`src/rtl/dbg_dm_if.sv`:
```
// DMI request/response channel between a debug transport (master) and dbg_dm (slave).
interface dbg_dm_if #(
  parameter int ABITS = 6
);
  logic             dmi_req_valid;
  logic             dmi_req_ready;
  logic [ABITS-1:0] dmi_req_addr;
  logic [1:0]       dmi_req_op;
  logic [31:0]      dmi_req_data;
  logic             dmi_resp_valid;
  logic             dmi_resp_ready;
  logic [31:0]      dmi_resp_data;
  logic             dmi_resp_err;

  modport master (
    output dmi_req_valid, dmi_req_addr, dmi_req_op, dmi_req_data, dmi_resp_ready,
    input  dmi_req_ready, dmi_resp_valid, dmi_resp_data, dmi_resp_err
  );
  modport slave (
    input  dmi_req_valid, dmi_req_addr, dmi_req_op, dmi_req_data, dmi_resp_ready,
    output dmi_req_ready, dmi_resp_valid, dmi_resp_data, dmi_resp_err
  );
endinterface

```
`src/rtl/dbg_dm.sv`:
```
// Debug module: DMI register file, halt/reset requests and a one-cycle
// abstract-command sequencer for GPR access while the core is halted.
module dbg_dm #(
  parameter int          ABITS    = 6,
  parameter logic [15:0] GPR_BASE = 16'h1000
) (
  input  logic         clk,
  input  logic         rst,
  dbg_dm_if.slave      dmi,
  output logic         halt_req_o,
  output logic         reset_req_o,
  output logic         reg_wen_o,
  output logic [4:0]   reg_addr_o,
  output logic [31:0]  reg_wdata_o,
  input  logic [31:0]  reg_rdata_i
);
  localparam logic [ABITS-1:0] A_DATA0      = ABITS'(8'h04);
  localparam logic [ABITS-1:0] A_DMCONTROL  = ABITS'(8'h10);
  localparam logic [ABITS-1:0] A_DMSTATUS   = ABITS'(8'h11);
  localparam logic [ABITS-1:0] A_ABSTRACTCS = ABITS'(8'h16);
  localparam logic [ABITS-1:0] A_COMMAND    = ABITS'(8'h17);

  typedef enum logic { D_IDLE, D_RESP } dstate_t;
  typedef enum logic { C_IDLE, C_ACC  } cstate_t;

  dstate_t r_dstate, w_dstate_nxt;
  cstate_t r_cstate, w_cstate_nxt;

  logic        r_dmactive, r_haltreq, r_ndmreset, r_halted;
  logic [31:0] r_data0;
  logic [2:0]  r_cmderr;
  logic [4:0]  r_cmd_reg;
  logic        r_cmd_write;
  logic [31:0] r_resp_data;
  logic        r_resp_err;

  logic             w_accept, w_wr, w_rd, w_busy;
  logic [ABITS-1:0] w_addr;
  logic [31:0]      w_wd, w_rdata;
  logic [15:0]      w_regno;
  logic             w_cwrite, w_transfer, w_in_range, w_cmd_bad;
  logic [7:0]       w_cmdtype;
  logic             w_cmd_wr, w_cmd_start;

  assign w_addr   = dmi.dmi_req_addr;
  assign w_wd     = dmi.dmi_req_data;
  assign w_accept = dmi.dmi_req_valid && (r_dstate == D_IDLE);
  assign w_wr     = w_accept && (dmi.dmi_req_op == 2'd2);
  assign w_rd     = w_accept && (dmi.dmi_req_op == 2'd1);
  assign w_busy   = (r_cstate == C_ACC);

  assign w_regno    = w_wd[15:0];
  assign w_cwrite   = w_wd[16];
  assign w_transfer = w_wd[17];
  assign w_cmdtype  = w_wd[31:24];
  assign w_in_range = (w_regno >= GPR_BASE) && (w_regno <= GPR_BASE + 16'd31);
  assign w_cmd_bad  = (w_cmdtype != 8'd0) || (w_transfer && !w_in_range);
  // While dmactive is low the whole command path is frozen.
  assign w_cmd_wr    = w_wr && (w_addr == A_COMMAND) && r_dmactive;
  assign w_cmd_start = w_cmd_wr && !w_busy && (r_cmderr == 3'd0) && !w_cmd_bad &&
                       r_halted && w_transfer;

  always_comb begin
    w_dstate_nxt = r_dstate;
    case (r_dstate)
      D_IDLE: if (w_accept) w_dstate_nxt = D_RESP;
      D_RESP: if (dmi.dmi_resp_ready) w_dstate_nxt = D_IDLE;
      default: w_dstate_nxt = D_IDLE;
    endcase
  end

  always_comb begin
    w_cstate_nxt = C_IDLE;
    if (r_cstate == C_IDLE && w_cmd_start) w_cstate_nxt = C_ACC;
  end

  always_ff @(posedge clk or posedge rst) begin
    if (rst) begin
      r_dstate <= D_IDLE;
      r_cstate <= C_IDLE;
    end else begin
      r_dstate <= w_dstate_nxt;
      r_cstate <= w_cstate_nxt;
    end
  end

  always_comb begin
    w_rdata = 32'd0;
    if (w_rd) begin
      case (w_addr)
        A_DATA0:      w_rdata = r_data0;
        A_DMCONTROL:  w_rdata = {r_haltreq, 29'd0, r_ndmreset, r_dmactive};
        A_DMSTATUS:   w_rdata = {20'd0, ~r_halted, ~r_halted, r_halted, r_halted, 4'd0, 4'd2};
        A_ABSTRACTCS: w_rdata = {19'd0, w_busy, 1'b0, r_cmderr, 8'd0};
        default:      w_rdata = 32'd0;
      endcase
    end
  end

  always_ff @(posedge clk or posedge rst) begin
    if (rst) begin
      r_resp_data <= 32'd0;
      r_resp_err  <= 1'b0;
    end else if (w_accept) begin
      r_resp_data <= w_rdata;
      r_resp_err  <= (dmi.dmi_req_op == 2'd3);
    end
  end

  always_ff @(posedge clk or posedge rst) begin
    if (rst) begin
      r_dmactive  <= 1'b0;
      r_haltreq   <= 1'b0;
      r_ndmreset  <= 1'b0;
      r_halted    <= 1'b0;
      r_data0     <= 32'd0;
      r_cmderr    <= 3'd0;
      r_cmd_reg   <= 5'd0;
      r_cmd_write <= 1'b0;
    end else begin
      // haltreq/ndmreset only take effect in the same write that keeps dmactive set
      if (w_wr && w_addr == A_DMCONTROL) begin
        r_dmactive <= w_wd[0];
        r_haltreq  <= w_wd[0] & w_wd[31];
        r_ndmreset <= w_wd[0] & w_wd[1];
      end
      r_halted <= r_haltreq;

      if (!r_dmactive) begin
        r_data0  <= 32'd0;
        r_cmderr <= 3'd0;
      end else begin
        if (w_busy && !r_cmd_write)
          r_data0 <= reg_rdata_i;
        else if (w_wr && w_addr == A_DATA0 && !w_busy)
          r_data0 <= w_wd;

        if (w_wr && w_addr == A_ABSTRACTCS)
          r_cmderr <= r_cmderr & ~w_wd[10:8];
        else if (w_busy && w_wr && (w_addr == A_DATA0 || w_addr == A_COMMAND))
          r_cmderr <= 3'd1;
        else if (w_cmd_wr && r_cmderr == 3'd0) begin
          if (w_cmd_bad)      r_cmderr <= 3'd2;
          else if (!r_halted) r_cmderr <= 3'd4;
        end
      end

      if (w_cmd_start) begin
        r_cmd_reg   <= w_regno[4:0];
        r_cmd_write <= w_cwrite;
      end
    end
  end

  // Core-side strobes are decoded from state so reset kills them at once.
  assign reg_wen_o   = w_busy && r_cmd_write;
  assign reg_addr_o  = w_busy ? r_cmd_reg : 5'd0;
  assign reg_wdata_o = (w_busy && r_cmd_write) ? r_data0 : 32'd0;

  assign halt_req_o  = r_haltreq;
  assign reset_req_o = r_ndmreset;

  assign dmi.dmi_req_ready  = (r_dstate == D_IDLE);
  assign dmi.dmi_resp_valid = (r_dstate == D_RESP);
  assign dmi.dmi_resp_data  = r_resp_data;
  assign dmi.dmi_resp_err   = r_resp_err;
endmodule

```
`src/flat_wrapper.sv`:
```
// flat-port wrapper written by rule: the top's interface ports become plain ports
module dbg_dm_flat 
#(
  parameter int          ABITS    = 6,
  parameter logic [15:0] GPR_BASE = 16'h1000
)
  (clk, rst, halt_req_o, reset_req_o, reg_wen_o, reg_addr_o, reg_wdata_o, reg_rdata_i, dmi_dmi_req_valid, dmi_dmi_req_addr, dmi_dmi_req_op, dmi_dmi_req_data, dmi_dmi_resp_ready, dmi_dmi_req_ready, dmi_dmi_resp_valid, dmi_dmi_resp_data, dmi_dmi_resp_err);
  dbg_dm_if #(.ABITS(ABITS)) dmi_i ();
  input  logic clk;
  input  logic rst;
  output logic halt_req_o;
  output logic reset_req_o;
  output logic reg_wen_o;
  output logic [4:0] reg_addr_o;
  output logic [31:0] reg_wdata_o;
  input  logic [31:0] reg_rdata_i;
  input wire logic [$bits(dmi_i.dmi_req_valid)-1:0] dmi_dmi_req_valid;
  input wire logic [$bits(dmi_i.dmi_req_addr)-1:0] dmi_dmi_req_addr;
  input wire logic [$bits(dmi_i.dmi_req_op)-1:0] dmi_dmi_req_op;
  input wire logic [$bits(dmi_i.dmi_req_data)-1:0] dmi_dmi_req_data;
  input wire logic [$bits(dmi_i.dmi_resp_ready)-1:0] dmi_dmi_resp_ready;
  output wire logic [$bits(dmi_i.dmi_req_ready)-1:0] dmi_dmi_req_ready;
  output wire logic [$bits(dmi_i.dmi_resp_valid)-1:0] dmi_dmi_resp_valid;
  output wire logic [$bits(dmi_i.dmi_resp_data)-1:0] dmi_dmi_resp_data;
  output wire logic [$bits(dmi_i.dmi_resp_err)-1:0] dmi_dmi_resp_err;
  assign dmi_i.dmi_req_valid = dmi_dmi_req_valid;
  assign dmi_i.dmi_req_addr = dmi_dmi_req_addr;
  assign dmi_i.dmi_req_op = dmi_dmi_req_op;
  assign dmi_i.dmi_req_data = dmi_dmi_req_data;
  assign dmi_i.dmi_resp_ready = dmi_dmi_resp_ready;
  assign dmi_dmi_req_ready = dmi_i.dmi_req_ready;
  assign dmi_dmi_resp_valid = dmi_i.dmi_resp_valid;
  assign dmi_dmi_resp_data = dmi_i.dmi_resp_data;
  assign dmi_dmi_resp_err = dmi_i.dmi_resp_err;
  dbg_dm #(.ABITS(ABITS), .GPR_BASE(GPR_BASE)) u_core (.clk(clk), .rst(rst), .dmi(dmi_i), .halt_req_o(halt_req_o), .reset_req_o(reset_req_o), .reg_wen_o(reg_wen_o), .reg_addr_o(reg_addr_o), .reg_wdata_o(reg_wdata_o), .reg_rdata_i(reg_rdata_i));
endmodule
```
`config.mk`:
```
export PLATFORM = sky130hd
export DESIGN_NAME = dbg_dm_flat
export DESIGN_NICKNAME = d
export VERILOG_FILES = /design/src/rtl/dbg_dm_if.sv /design/src/rtl/dbg_dm.sv /design/src/flat_wrapper.sv
export SDC_FILE = /design/constraint.sdc
export NUM_CORES = 1
export LEC_CHECK = 0
export BUFFER_PORTS_ARGS = -buffer_cell sky130_fd_sc_hd__buf_4
export CAP_MARGIN = 20
export CORE_ASPECT_RATIO = 0.7
export CORE_MARGIN = 1.5
export CORE_UTILIZATION = 55
export CTS_BUF_LIST = sky130_fd_sc_hd__clkbuf_8
export CTS_CLUSTER_SIZE = 25
export DETAILED_ROUTE_END_ITERATION = 7
export GPL_ROUTABILITY_DRIVEN = 0
export PLACE_DENSITY = 0.95
export SYNTH_ARGS = -nofsm -noshare
export SYNTH_HDL_FRONTEND = slang
export SYNTH_SLANG_ARGS = --single-unit
```
`constraint.sdc`:
```
create_clock -name clk -period 5.6 [get_ports clk]
set_input_delay 0.28 -clock clk [delete_from_list [all_inputs] [get_ports clk]]
set_output_delay 0.28 -clock clk [all_outputs]
set_load 0.05 [all_outputs]
```
# Word-level counts from Yosys, hierarchy flattened
# Index checks and enable logic that the tools add are counted.
[op_classes]
order_cmp = 2
eq_ne = 11
n_mux = 17
bitwise_logic = 7
n_reduce_logical = 31
[ops]
columns = ["operator", "n"]
rows = [
  ["2-to-1 mux 32 bit", 5],
  ["case mux 32 bit (4 select lines)", 1],
  ["== test 6 x 5 -> 1 bit, second input constant", 4],
  ["logical AND 1 bit", 22],
  ["2-to-1 mux 3 bit", 6],
  ["greater-or-equal comparator 16 x 13 -> 1 bit, second input constant", 1],
  ["<= comparator 16 x 13 -> 1 bit, second input constant", 1],
  ["nonzero test 8 bit", 1],
  ["== test 6 x 3 -> 1 bit, second input constant", 1],
  ["2-to-1 mux 5 bit", 1],
  ["inequality test 5 bit, second input constant", 1],
  ["== test 2 bit, second input constant", 2],
  ["logical NOT 1 bit", 4],
  ["inequality test 4 bit, second input constant", 1],
  ["bitwise AND 3 bit", 1],
  ["logical NOT 3 bit", 1],
  ["2-to-1 mux 1 bit", 3],
  ["inequality test 3 bit, second input constant", 1],
  ["inverter 1 bit", 3],
  ["inverter 3 bit", 1],
  ["bitwise AND 1 bit", 2],
  ["== test 2 x 1 -> 1 bit, second input constant", 1],
  ["logical OR 1 bit", 2],
  ["case mux 1 bit (2 select lines)", 1],
  ["AND reduction 2 bit", 1],
]
[totals]
regBits = 80
elab_cells = 80

# Logic depth before layout (Yosys ltp)
# Gate-level depths: netlist (run 1).
[depth]
ltp_word = 12
depth_mapped = 6

# Least setup slack after synthesis (run 1)
# Ideal clock, no wire load.
[synth_path]
path_kind = "register to register"
from = "register u_core.r_dstate, in the netlist u_core.dmi.dmi_resp_valid"
to = "register u_core.r_data0[0]"
arrival_ns = 2.066
setup_slack_ns = 3.409
path_stages_with_launch = 7
period_less_slack_ns = 2.191
cell_sequence = "dfrtp_1 nand2b_4 buf_6 or3b_4 o31a_4 buf_6 mux2_4"
[synth_between]
elab_chain_cells = 6
[synth_rtl]
columns = ["element", "line_no", "source"]
rows = [
  ["start, declared", "dbg_dm.sv:26", "dstate_t r_dstate, w_dstate_nxt;"],
  ["start signal, assigned", "dbg_dm.sv:82", "r_dstate <= w_dstate_nxt;"],
  ["inverter 1 bit", "dbg_dm.sv:47", "assign w_accept = dmi.dmi_req_valid && (r_dstate == D_IDLE);"],
  ["logical AND 1 bit", "dbg_dm.sv:47", ""],
  ["logical AND 1 bit", "dbg_dm.sv:48", "assign w_wr = w_accept && (dmi.dmi_req_op == 2'd2);"],
  ["logical AND 1 bit (2 in a row)", "dbg_dm.sv:135", "else if (w_wr && w_addr == A_DATA0 && !w_busy)"],
  ["inequality test 3 bit (no line)", "--", ""],
  ["end signal, assigned", "dbg_dm.sv:134", "r_data0 <= reg_rdata_i;"],
  ["end signal, assigned", "dbg_dm.sv:136", "r_data0 <= w_wd;"],
  ["end, declared", "dbg_dm.sv:30", "logic [31:0] r_data0;"],
]
# No other way between the ends.
# A chain may end at the register's enable or synchronous reset.

# Worst setup path after layout (run 1)
[layout_path]
from = "register u_core.r_cmd_write"
to = "register u_core.r_data0[15]"
[layout_between]
elab_chain_cells = 4
elab_cells_between_ends = 5
[layout_rtl]
columns = ["element", "line_no", "source"]
rows = [
  ["start, declared", "dbg_dm.sv:33", "logic r_cmd_write;"],
  ["start signal, assigned", "dbg_dm.sv:150", "r_cmd_write <= w_cwrite;"],
  ["logical NOT 1 bit *", "dbg_dm.sv:133", "if (w_busy && !r_cmd_write)"],
  ["logical AND 1 bit *", "dbg_dm.sv:133", ""],
  ["2-to-1 mux 32 bit", "dbg_dm.sv:133", ""],
  ["2-to-1 mux 32 bit", "dbg_dm.sv:129", "if (!r_dmactive) begin"],
]
# Mark *: on every way between the ends. The rest lies on a longest branch, timed or not.

==> impl_metrics.toml, run 1 <==
[place]
portBuffers = 150
hpwlAfterDp_um = 8560
placed_cells = 548
dp_slack_ns = 2.25
placed_area_mm2 = 0.00519

[yosys]
synth_cell_types = 40
synth_top_flop_cell = "dfrtp_1"
netlist_instances = 326
ys_top_cells_by_area = "dfrtp_1 50%, a22o_1 15%, mux2_4 11%"
synth_common_cells = "80 x dfrtp_1, 67 x a22o_1, 34 x and3_1"
yosysTopAreaCell = "dfrtp_1"
avgSynthCellArea_um2 = 12.4
synth_edf_count = 0
yosysMostFrequentCell = "dfrtp_1"
synth.ff_latch_count = 80
ys_seq_area_frac = 0.496
syn-num-nets = 402
async_reset_ff_frac = 1.00
syn_area_mm2 = 0.00404
ys_warn_count = 0
yosysTopAreaCellShare = 0.496

[floorplan]
initial_utilization = 0.584
pin_count = 151
die_y_um = 74.7
core_region_area_mm2 = 0.00691
die_x_um = 105
rows = 25
die_area_mm2 = 0.00787

[route]
drt-wirelength-per-cell_um = 23.1
drc = 0
drtAntennaViolNets = 0
drtIter0Drc = 475
first_pass_iters = 5
viasPerCell = 6.57
vias = 3734
routed_wl_um = 13100

[power_and_ir_drop]
leakagePower_nw = 2.85
ir_worst_vdd_mv = 0.133
p_per_area_mw_per_mm2 = 215

[setup_path]
ff2ff_setup_slack_ns = 2.48
critPathKind = "reg2reg"
slowest_stage = "dfrtp_1"
arrival_ns = 3.38
cp_cell_sequence = "nand2b_1 -> and2_1 -> buf_8 -> o31a_4 -> mux2_2"
cp_data_required_time_ns = 5.85
critPathLaunchType = "register"
critical-path-top-delay-family = "flip-flops"
max_stage_delay_ns = 0.96
cp_max_fo = 35
cp.buffers_inverters = 1
endpoint_kind = "register"

[sta]
setup_ws_ns = 2.48
maxSlewHeadroom = 0.287
max_freq_mhz = 320
worst_pin_slew_ns = 1.07
clock-skew-final_ns = 0.0109
setup_tns_ns = 0
finalMaxSlewViolations = 0
setup_viol = 0
min_period_over_period = 0.558
rsz0062_at_grt = "no"
finalCriticalPeriod_ns = 3.12
hold_violations = 0

[hold_path]
hp-class = "in2reg"

[cts]
clock_path_buffers = 2
insertion_delay_ns = 0.37
cts_buffers = 9
clk_pin_slew_ns = 0.09
cts_max_level = 3
cts_repair_resize_count = 0
cts_setup_buffers = 0
cts_tree = "yes"
root_buffer = "clkbuf_8"
clock_sinks = 80

[global_routing]
grt_max_degree = 81
grt_pass1_vias = 3624
antenna_found_initial = 0
gr-total-overflow = 0
grt_usage = 0.328
grt_pass1_wl_um = 19300

[cells_and_area]
diodes = 0
finalNetCount = 545
syn2layout_area_growth_pct = 35.5
layout.cells.non_filler = 568
drive_above_1_share = 0.468
design_area_mm2 = 0.00547

[job]
cap_violations = 0

[status]
outcome = "finished, final reports clean"
worst reg2reg max path, delay by kind of cell, from the launching register on:
kind / cells / cell delay, ns
AOI/OAI and AO/OA: 1 / 0.57
buffers and inverters: 1 / 0.26
DFF: 1 / 0.96
muxes: 1 / 0.42
and+or+nand+nor: 2 / 0.81
final timing paths:
path	from	endpoint	cells past startpoint
min	dmi_dmi_resp_ready	u_core.dmi.dmi_resp_valid$_DFF_PP0_	2
min in group asynchronous	rst	u_core.dmi.dmi_resp_data[21]$_DFFE_PP0N_	4
max	u_core.r_cmd_write$_DFFE_PP0P_	u_core.r_data0[15]$_DFFE_PP0P_	5
max in group asynchronous	rst	u_core.r_dmactive$_DFFE_PP0P_	5
min reg2reg	u_core.halt_req_o$_DFFE_PP0P_	u_core.r_halted$_DFF_PP0_	0
max reg2reg	u_core.r_cmd_write$_DFFE_PP0P_	u_core.r_data0[15]$_DFFE_PP0P_	5
repair_timing:
item	CTS	global route
hold buffers	0	1
endpoints found under the setup margin	0	0
hold endpoints to repair	0	15
layout by cell type, fill, tap and decap left out, types with 3 or more instances in the layout:
master,synthesis,layout
nor4_1,4,4
a31oi_1,3,3
inv_1,8,7
nand2_1,10,10
mux2_2,9,9
a22o_1,67,67
buf_4,0,151
o21ai_0,5,5
dfrtp_1,80,80
a221o_1,3,3
nor3b_1,3,3
clkbuf_8,0,9
and3_1,34,34
mux2_4,30,30
and2_1,9,9
nor3_1,5,5
clkinv_4,0,3
or3b_2,3,3
metrics by stage:
| stage | hold slack [ns] | util | total power (W) |
|---|---|---|---|
| floorplan | 0.376 | - | 0.000664 |
| global placement | 0.428 | 0.748 | 0.000725 |
| detailed placement | 0.439 | 0.750 | 0.000731 |
| CTS | 0.0903 | 0.780 | 0.00116 |
| global route | 0.105 | 0.791 | 0.00121 |
| finish | 0.0967 | 0.791 | 0.00117 |
layout make-up:
cell class	count	area, um2
multi-input combinational	214	1890
fill	396	1440
inverter	8	31.3
clock inverter	7	78.8
timing repair buffer	156	1230
clock buffer	9	124
tap	94	118
sequential	80	2000
cells by family (layout without fill, tap and decap cells):
logic type,count (synthesis),after routing,synth area share
AOI/OAI and AO/OA,87,87,0.184
xor gates and xnor gates,1,1,0.00217
buffers and inverters,32,180,0.0378
DFF,80,80,0.496
muxes,39,39,0.137
and+or+nand+nor,87,87,0.143
report_power, final:
| part | switching [W] | internal, W |
|---|---|---|
| clock | 0.000236 | 0.000211 |
| sequential | 0.00000751 | 0.000584 |
| combinational | 0.0000735 | 0.0000618 |
| total | 0.000317 | 0.000857 |
per-layer routing:
layer,GRT usage,share of wire,up-vias
met4,0.148,0.039,0
met5,0,0,-
met3,0.0883,0.097,62
met2,0.517,0.47,305
met1,0.436,0.39,1828
li1,-,-,1539
(Power assumes the default switching activity.)
==> run 2: changes to the inputs <==
--- a/config.mk
+++ b/config.mk
@@ -9,12 +9,12 @@
 export CAP_MARGIN = 20
 export CORE_ASPECT_RATIO = 0.7
 export CORE_MARGIN = 1.5
-export CORE_UTILIZATION = 55
+export CORE_UTILIZATION = 46
 export CTS_BUF_LIST = sky130_fd_sc_hd__clkbuf_8
 export CTS_CLUSTER_SIZE = 25
 export DETAILED_ROUTE_END_ITERATION = 7
 export GPL_ROUTABILITY_DRIVEN = 0
-export PLACE_DENSITY = 0.95
+export PLACE_DENSITY = 0.9
 export SYNTH_ARGS = -nofsm -noshare
 export SYNTH_HDL_FRONTEND = slang
 export SYNTH_SLANG_ARGS = --single-unit
==> constraint.sdc (replaced) <==
create_clock -name clk -period 2.58 [get_ports clk]
set_input_delay 0.129 -clock clk [delete_from_list [all_inputs] [get_ports clk]]
set_output_delay 0.129 -clock clk [all_outputs]
set_load 0.05 [all_outputs]
==> impl_metrics.toml, run 2 (same netlist as run 1, synthesis figures left out) <==
[floorplan]
die_y_um = 81.4
die_area_mm2 = 0.00935
rows = 28
core_region_area_mm2 = 0.00848
initial_utilization = 0.476
pin_count = 151
die_x_um = 115

[setup_path]
cp_max_fo = 6
critPathKind = "reg2reg"
endpoint_kind = "register"
critPathLaunchType = "register"
arrival_ns = 2.35
cp_data_required_time_ns = 2.82

[sta]
setup_viol = 0
finalCriticalPeriod_ns = 2.11
setup_tns_ns = 0
worst_pin_slew_ns = 0.623
maxSlewHeadroom = 0.584
max_freq_mhz = 473
min_period_over_period = 0.820
hold_violations = 0
finalMaxSlewViolations = 0
rsz0062_at_grt = "no"
clock-skew-final_ns = 0.00663

[route]
routed_wl_um = 11700
drtIter0Drc = 239
wl_met2_um = 5500
first_pass_iters = 5
drtAntennaViolNets = 0
dr_wl_met3_um = 793
drt-wirelength-per-cell_um = 19.5
wl_met1_um = 5170
viasPerCell = 5.75
highest_layer = "met4"
drc = 0
vias = 3442

[job]
cap_violations = 0

[place]
placed_area_mm2 = 0.00528
hpwlAfterDp_um = 8640
portBuffers = 150

[global_routing]
antenna_found_initial = 0
grt_pass1_vias = 3380
grt_pass1_wl_um = 18100
grt_max_degree = 37
grt_usage = 0.257
gr-total-overflow = 0

[hold_path]
hp-class = "in2reg"

[status]
outcome = "finished, final reports clean"

[cts]
clock_path_buffers = 2
cts_setup_buffers = 0
cts_max_level = 3
cts_buffers = 9
clock_sinks = 80
root_buffer = "clkbuf_8"
cts_tree = "yes"
insertion_delay_ns = 0.35
clk_pin_slew_ns = 0.08

[power_and_ir_drop]
leakagePower_nw = 2.88
ir_worst_vdd_mv = 0.335
p_per_area_mw_per_mm2 = 483

[cells_and_area]
layout_common_cells = "158 x buf_4, 80 x dfrtp_1, 67 x a22o_1"
finalNetCount = 550
drive_above_1_share = 0.470
syn2layout_area_growth_pct = 37.4
design_area_mm2 = 0.00555
layout_commonest_cell = "buf_4"
diodes = 0
## run 2: cell count changes in the layout (fill, tap and decap cells not counted)
cell	previous run	this run
buf_16	2	1
buf_4	151	158
buf_8	2	0
bufinv_16	1	3
clkinv_4	3	2
clkinvlp_4	0	1
dlygate4sd3_1	1	2
inv_6	2	0
nor2_1	2	3
nor2_2	2	1
## run 2: final cells by class
| cell class | count | area [um2] |
|---|---|---|
| fillers | 656 | 2930 |
| flip-flops and latches | 80 | 2000 |
| multi-input cells | 214 | 1880 |
| repair buffers | 161 | 1230 |
| well taps | 120 | 150 |
| clock buffers | 9 | 124 |
| clock inverters | 7 | 120 |
| inverters | 8 | 31.3 |
## run 2: power by group
part | switching [W] | internal, W | total (W) | leakage [nW]
registers | 0.0000154 | 0.00127 | 0.00128 | 1.11
logic | 0.000153 | 0.000133 | 0.000286 | 1.65
clock network | 0.000464 | 0.000644 | 0.00111 | 0.119
total | 0.000633 | 0.00204 | 0.00268 | 2.88
## run 2: final timing paths
path                                                     start                              end  slack [ns]  cells past startpoint
hold reg to reg                  u_core.halt_req_o$_DFFE_PP0P_        u_core.r_halted$_DFF_PP0_        0.46                      0
max in group asynchronous                                  rst    u_core.r_dmactive$_DFFE_PP0P_        1.45                      4
setup reg to reg           u_core.dmi.dmi_resp_valid$_DFF_PP0_  u_core.r_cmd_reg[2]$_DFFE_PP0P_        0.47                      4
hold / removal                             dmi_dmi_req_data[3]  u_core.r_cmd_reg[3]$_DFFE_PP0P_        0.02                      2
setup / recovery           u_core.dmi.dmi_resp_valid$_DFF_PP0_  u_core.r_cmd_reg[2]$_DFFE_PP0P_        0.47                      4
min in group asynchronous                                  rst   u_core.r_data0[22]$_DFFE_PP0P_        0.39                      3
## run 2: timing repair
| item | CTS | global route |
|---|---|---|
| setup endpoints to repair | 0 | 0 |
| hold buffers | 2 | 0 |
| endpoints found under the hold margin | 35 | 0 |
| gates resized for setup | 0 | 0 |
## run 2: critical path, cell delays in order (launching register included)
cell and delay (ns):
dfrtp_1 0.42, and4bb_2 0.39, nand4_1 0.25, nor4_4 0.55, mux2_2 0.40
## run 2: metrics by stage
stage	setup slack, ns	cells	util	hold WS [ns]	power, W
global placement	0.544	580	0.620	0.212	0.00158
floorplan	0.389	326	-	0.225	0.00144
global route	0.321	599	0.654	0.0132	0.00277
finish	0.466	599	0.654	0.0225	0.00268
detailed placement	0.414	581	0.623	0.227	0.00159
CTS	0.451	599	0.654	0.0116	0.00269
## run 2: per-layer routing
metal  GRT usage  up-vias
met5           0        -
li1            -     1556
met4      0.0840        0
met2       0.401      159
met3      0.0560       17
met1       0.359     1710
